<file path="src/rtl/button_conditioner.sv">
// Three-channel push-button conditioner: 2-flop synchroniser, per-channel debounce FSM,
// registered debounced level and one-cycle press pulse for each button.
module button_conditioner #(
  parameter int CNT_MAX = 499_999,
  parameter int CNT_W   = 20
) (
  input  logic clk,
  input  logic reset,
  input  logic btn_start,
  input  logic btn_stop,
  input  logic btn_inc,
  output logic start,
  output logic stop,
  output logic inc,
  output logic start_p,
  output logic stop_p,
  output logic inc_p
);

  typedef enum logic [1:0] {LOW, WAIT_H, HIGH, WAIT_L} state_t;

  localparam logic [CNT_W-1:0] CNT_LAST = CNT_W'(CNT_MAX);
  localparam logic [CNT_W-1:0] CNT_ONE  = CNT_W'(1);

  logic [2:0]       raw;
  logic [2:0]       sync_p0;
  logic [2:0]       sync_p1;
  state_t           state     [3];
  state_t           state_nxt [3];
  logic [CNT_W-1:0] cnt       [3];
  logic [CNT_W-1:0] cnt_nxt   [3];
  logic [2:0]       lvl;
  logic [2:0]       lvl_nxt;
  logic [2:0]       pls;
  logic [2:0]       pls_nxt;

  assign raw = {btn_inc, btn_stop, btn_start};

  // Stage p0/p1: metastability synchroniser; sync_p1 is the only view of the buttons downstream
  always_ff @(posedge clk or negedge reset) begin
    if (!reset) begin
      sync_p0 <= '0;
      sync_p1 <= '0;
    end else begin
      sync_p0 <= raw;
      sync_p1 <= sync_p0;
    end
  end

  // Debounce FSM: a level is accepted only after CNT_MAX+1 consecutive agreeing samples
  always_comb begin
    for (int i = 0; i < 3; i++) begin
      state_nxt[i] = state[i];
      cnt_nxt[i]   = cnt[i];
      pls_nxt[i]   = 1'b0;
      unique case (state[i])
        LOW: begin
          if (sync_p1[i]) begin
            state_nxt[i] = WAIT_H;
            cnt_nxt[i]   = '0;
          end
        end
        WAIT_H: begin
          if (!sync_p1[i]) begin
            state_nxt[i] = LOW;
            cnt_nxt[i]   = '0;
          end else if (cnt[i] == CNT_LAST) begin
            state_nxt[i] = HIGH;
            cnt_nxt[i]   = '0;
            pls_nxt[i]   = 1'b1;
          end else begin
            cnt_nxt[i] = cnt[i] + CNT_ONE;
          end
        end
        HIGH: begin
          if (!sync_p1[i]) begin
            state_nxt[i] = WAIT_L;
            cnt_nxt[i]   = '0;
          end
        end
        WAIT_L: begin
          if (sync_p1[i]) begin
            state_nxt[i] = HIGH;
            cnt_nxt[i]   = '0;
          end else if (cnt[i] == CNT_LAST) begin
            state_nxt[i] = LOW;
            cnt_nxt[i]   = '0;
          end else begin
            cnt_nxt[i] = cnt[i] + CNT_ONE;
          end
        end
        default: begin
          state_nxt[i] = LOW;
          cnt_nxt[i]   = '0;
        end
      endcase
      lvl_nxt[i] = (state_nxt[i] == HIGH) || (state_nxt[i] == WAIT_L);
    end
  end

  // Stage p2: FSM state, counters and registered outputs (decoded from next state)
  always_ff @(posedge clk or negedge reset) begin
    if (!reset) begin
      for (int i = 0; i < 3; i++) begin
        state[i] <= LOW;
        cnt[i]   <= '0;
      end
      lvl <= '0;
      pls <= '0;
    end else begin
      for (int i = 0; i < 3; i++) begin
        state[i] <= state_nxt[i];
        cnt[i]   <= cnt_nxt[i];
      end
      lvl <= lvl_nxt;
      pls <= pls_nxt;
    end
  end

  assign start   = lvl[0];
  assign stop    = lvl[1];
  assign inc     = lvl[2];
  assign start_p = pls[0];
  assign stop_p  = pls[1];
  assign inc_p   = pls[2];

endmodule

</file>
<file path="config.mk">
export PLATFORM = sky130hd
export DESIGN_NAME = button_conditioner
export DESIGN_NICKNAME = d
export VERILOG_FILES = /design/src/rtl/button_conditioner.sv
export SDC_FILE = /design/constraint.sdc
export NUM_CORES = 1
export LEC_CHECK = 0
export CAP_MARGIN = 20
export CORE_MARGIN = 5
export CORE_UTILIZATION = 37
export CTS_CLUSTER_SIZE = 28
export DETAILED_ROUTE_END_ITERATION = 16
export PLACE_DENSITY_LB_ADDON = 0.15
export SETUP_SLACK_MARGIN = 0.1
export SYNTH_ARGS = -nofsm -noshare
export SYNTH_HDL_FRONTEND = slang
export SYNTH_SLANG_ARGS = --single-unit
</file>
<file path="constraint.sdc">
create_clock -name clk -period 1.95 [get_ports clk]
set_input_delay 0.39 -clock clk [delete_from_list [all_inputs] [get_ports clk]]
set_output_delay 0.39 -clock clk [all_outputs]
set_load 0.02 [all_outputs]
</file>
# Word-level counts from Yosys, hierarchy flattened
# Cells that the tools add are included.
# W data, S select, Z words.
[classes]
add_sub_neg = 3
n_eq_ne = 24
mux = 48
reduce_logical = 9
[ops]
columns = ["cell", "n"]
rows = [
  ["$mux W20", 15],
  ["$pmux W20 S4", 3],
  ["$add A20 B1 Y20 const B", 3],
  ["$eq A20 B19 Y1 const B", 3],
  ["$mux W2", 18],
  ["$eq A2 B2 Y1 const B", 12],
  ["$pmux W2 S4", 3],
  ["$ne A2 B2 Y1 const B", 6],
  ["$mux W1", 9],
  ["$eq A2 B1 Y1 const B", 3],
  ["$logic_not A2 Y1", 3],
  ["$reduce_and A2 Y1", 3],
  ["$logic_or A1 B1 Y1", 3],
]
[totals]
ff_bits = 78
input_bits = 5

# Depth between registers and ports, before layout
[depth]
word_depth = 6
ltp_mapped = 8
ltp_nobuf = 6

# Least setup slack after synthesis
# No wires, ideal clock.
[synth_path]
kind = "register -> register"
startpoint = "register cnt[40] (netlist bit)"
endpoint = "register cnt[40] (netlist bit)"
arrival_time_ps = 1855
slack_ps = -30
path_stages_with_launch = 8
period_less_slack_ps = 1980
cell_sequence = "dfrtp_1 ha_1 and4_1 nand4_1 o311a_1 buf_2 buf_2 mux2_2"
[synth_via]
elab_chain_cells = 4
[synth_lines]
columns = ["item", "line", "rtl"]
rows = [
  ["from (decl)", "30", "logic [CNT_W-1:0] cnt [3];"],
  ["from (signal, indexed assignment)", "113", "cnt[i] <= cnt_nxt[i];"],
  ["$add A20 B1 Y20 or $eq A20 B19 Y1 (tied branches)", "-", ""],
  ["$mux W20 (*)", "67, 85", ""],
  ["$mux W20, on equally long branches", "82, 64", ""],
  ["$pmux W20 S4 (*)", "56", "unique case (state[i])"],
]
# Every way passes the cells marked *; elsewhere a longest branch is shown, timed or not.
# A chain may end at the register's enable or synchronous reset.

# Worst setup path in the final report
[layout_path]
startpoint = "register cnt[9] (netlist bit)"
endpoint = "register cnt[3] (netlist bit)"
[layout_via]
elab_chain_cells = 4
[layout_lines]
columns = ["item", "line"]
rows = [
  ["$eq A20 B19 Y1 (*)", "67, 85"],
  ["$mux W20 (*)", "67, 85"],
  ["$mux W20, on equally long branches", "82, 64"],
  ["$pmux W20 S4 (*)", "56"],
]
# Marks and branches as above.

==> results.yml <==
placement:
  dp_hpwl_um: 6207
  port_buffers: 10
  gp_congestion: 0.8261
  placed_cells_incl_taps: 608
setup_path:
  crit_slowest_cell: "or4b_4"
  worstSetupPathType: "reg -> reg"
  cpPeakStageDelay_ps: 540
  crit_path_end_kind: "flip-flop"
  path_cells: "or4b_4 -> nor3_4 -> buf_6 -> a21oi_4 -> buf_6 -> a21o_1 -> a22o_1"
  arrival_ps: 2210
  rrSetupSlack_ps: -20
  crit_top_cell: "buf_6"
  cp_top_family: "simple AND/OR/NAND/NOR gates"
  cp_data_required_time_ps: 2200
  startpoint_type: "flip-flop"
  critPathBufInv: 2
  cp_max_fo: 5
power:
  power_mw: 3.290
  powerDensity_nw_per_um2: 591.2
  cellLeakagePower_nw: 2.378
  peakVddDrop_uv: 425.7
yosys:
  synth_warnings: 0
  syn-num-nets: 433
  synth_largest_area_cell: "dfrtp_1"
  syn_inst: 425
  synth_area_um2: 3924
  ys_seq_area_share_pct: 48.47
  synth_seq_cells: 76
  synth.area.top_cells: "dfrtp_1 (48%), nand2_1 (4.6%), a31oi_1 (4.3%), nand3_1 (4.1%), a21oi_1 (4.0%)"
  synth.distinct_cells: 47
  yosysTopAreaCellShare_pct: 48.47
  avgSynthCellArea_um2: 9.232
  synth_edf_count: 0
  ys.flop_type: "dfrtp_1"
  async_flop_share_pct: 100.0
timing:
  period_share_pct: 100.8
  period_minus_slack_ps: 1966
  rsz0062_at_grt: "yes"
  tns_ps: -20.09
  fin_ws_ps: -15.66
  slew_headroom_pct: 44.32
  fmax_ghz: 0.5087
  finalMaxSlewViolations: 0
  tightestPinTransition_ps: 832.2
  finalSetupViolCount: 2
  fin_skew_ps: 15.04
  hold_violations: 0
final_layout:
  diodes: 0
  fin_nets: 529
  final_common_cell: "dfrtp_1"
  drive_gt1_share_pct: 36.69
  final_cell_mix: "dfrtp_1 (76), buf_4 (66), nand2_1 (47)"
  areaGrowthSynthToFinish_pct: 41.80
  instances_no_fill: 662
floorplan:
  dieArea_um2: 12760
  pin_count: 11
  die_x_um: 113.0
  start_util_pct: 38.01
  design.core.area_um2: 10320
  fp-row-count: 37
  die_h_um: 113.0
clock_network:
  clockBufferDepth: 2
  cts_buffers: 9
  clock-sinks: 76
  cts-root-buf: "clkbuf_8"
  tritoncts: "yes"
  clk_pin_slew_worst_paths_ps: 80
  clk-insertion-delay-late_ps: 360
  ctsHtreeMaxLevel: 3
drt:
  drtAntennaViolNets: 0
  vias: 3720
  drc: 0
  wl_um: 10310
  drt_iter0_drc: 193
  first_pass_iters: 4
  wl_per_cell_um: 15.57
  via_per_inst: 5.619
grt:
  grt_pass1_wl_um: 17190
  grt_pass1_vias: 3586
  overflow: 0
  antenna_found_initial: 0
  grt_max_degree: 61
  grt_use_total_pct: 16.43
job:
  maxCapViolCount: 0
outcome:
  violations: "setup timing"
  status: "finished with violations"
worst_hold_path:
  hp-class: "reg -> reg"
[cell usage after synthesis, drive strengths merged (8+ instances only)]
library cell,count
buf,12
nand2,48
a21oi,32
o21ai,25
a31oi,27
a21o,9
nor4,10
inv,11
nand3,33
nor2,29
a22o,14
dfrtp,76
nor3,8
nand4,16
[state kept, by name, indices dropped and copies added, names as in the netlist]
name / cells
sync_p0: 3
sync_p1: 3
pls: 3
lvl: 2
state: 5
cnt: 60
[through the flow]
| step | area, um^2 | worst slack (ps) | hold WS (ps) | util (%) |
|---|---|---|---|---|
| 2_1_floorplan | 3954 | 76.18 | 94.41 | - |
| 3_3_place_gp | 4562 | -60.38 | 278.8 | 44.19 |
| 3_5_place_dp | 4562 | -88.07 | 278.2 | 44.19 |
| 4_1_cts | 5162 | 21.08 | 355.1 | 50.01 |
| 5_1_grt | 5564 | -114.5 | 370.8 | 53.90 |
| 6_report | 5564 | -15.66 | 351.7 | 53.90 |
[worst paths after layout]
kind,to,startpoint,cells past startpoint
min,sync_p1[2],sync_p0[2],0
min in group asynchronous,cnt[48],reset,2
max in group asynchronous,cnt[38],reset,3
max,cnt[3],cnt[9],7
max reg2reg,cnt[3],cnt[9],7
min reg2reg,sync_p1[2],sync_p0[2],0
[layout make-up]
cell class	count	area, um^2
fillers	918	4760
multi-input cells	320	2315
flip-flops and latches	76	1902
repair buffers	103	919.6
well taps	136	170.2
clock buffers	10	127.6
clock inverters	6	88.84
inverters	11	41.29
[repair_timing]
item                                    4_1_cts  5_1_grt
pin swaps                                    13       34
resized for setup                            35       85
hold buffers                                  1        0
cloned                                        4        1
endpoints found under the hold margin        16        0
endpoints found under the setup margin       50       62
setup buffers                                22       11
[where the power goes]
| part | internal, mW | switching, mW |
|---|---|---|
| logic | 0.156 | 0.179 |
| clock network | 0.721 | 0.610 |
| registers | 1.60 | 0.0215 |
[logic make-up (layout without fill, tap and decap cells)]
| kind of cell | after synthesis | count (layout) | share of synthesized area, % |
|---|---|---|---|
| AND/OR/NAND/NOR | 185 | 185 | 25.19 |
| multiplexers | 7 | 7 | 1.945 |
| flip-flops | 76 | 76 | 48.47 |
| buffers and inverters | 30 | 130 | 3.284 |
| adder cells (fa/ha/maj) | 3 | 3 | 0.9567 |
| XOR/XNOR | 3 | 3 | 0.6698 |
| AO/OA/AOI/OAI | 121 | 122 | 19.48 |
[per-layer routing]
layer | track usage, % | wire length, um | up-vias
met5 | 0 | 0 | -
met4 | 4.728 | 90 | 0
met3 | 4.118 | 455 | 8
met2 | 25.63 | 4912 | 70
met1 | 22.70 | 4851 | 1848
li1 | - | - | 1794
(Power assumes the default switching activity.)
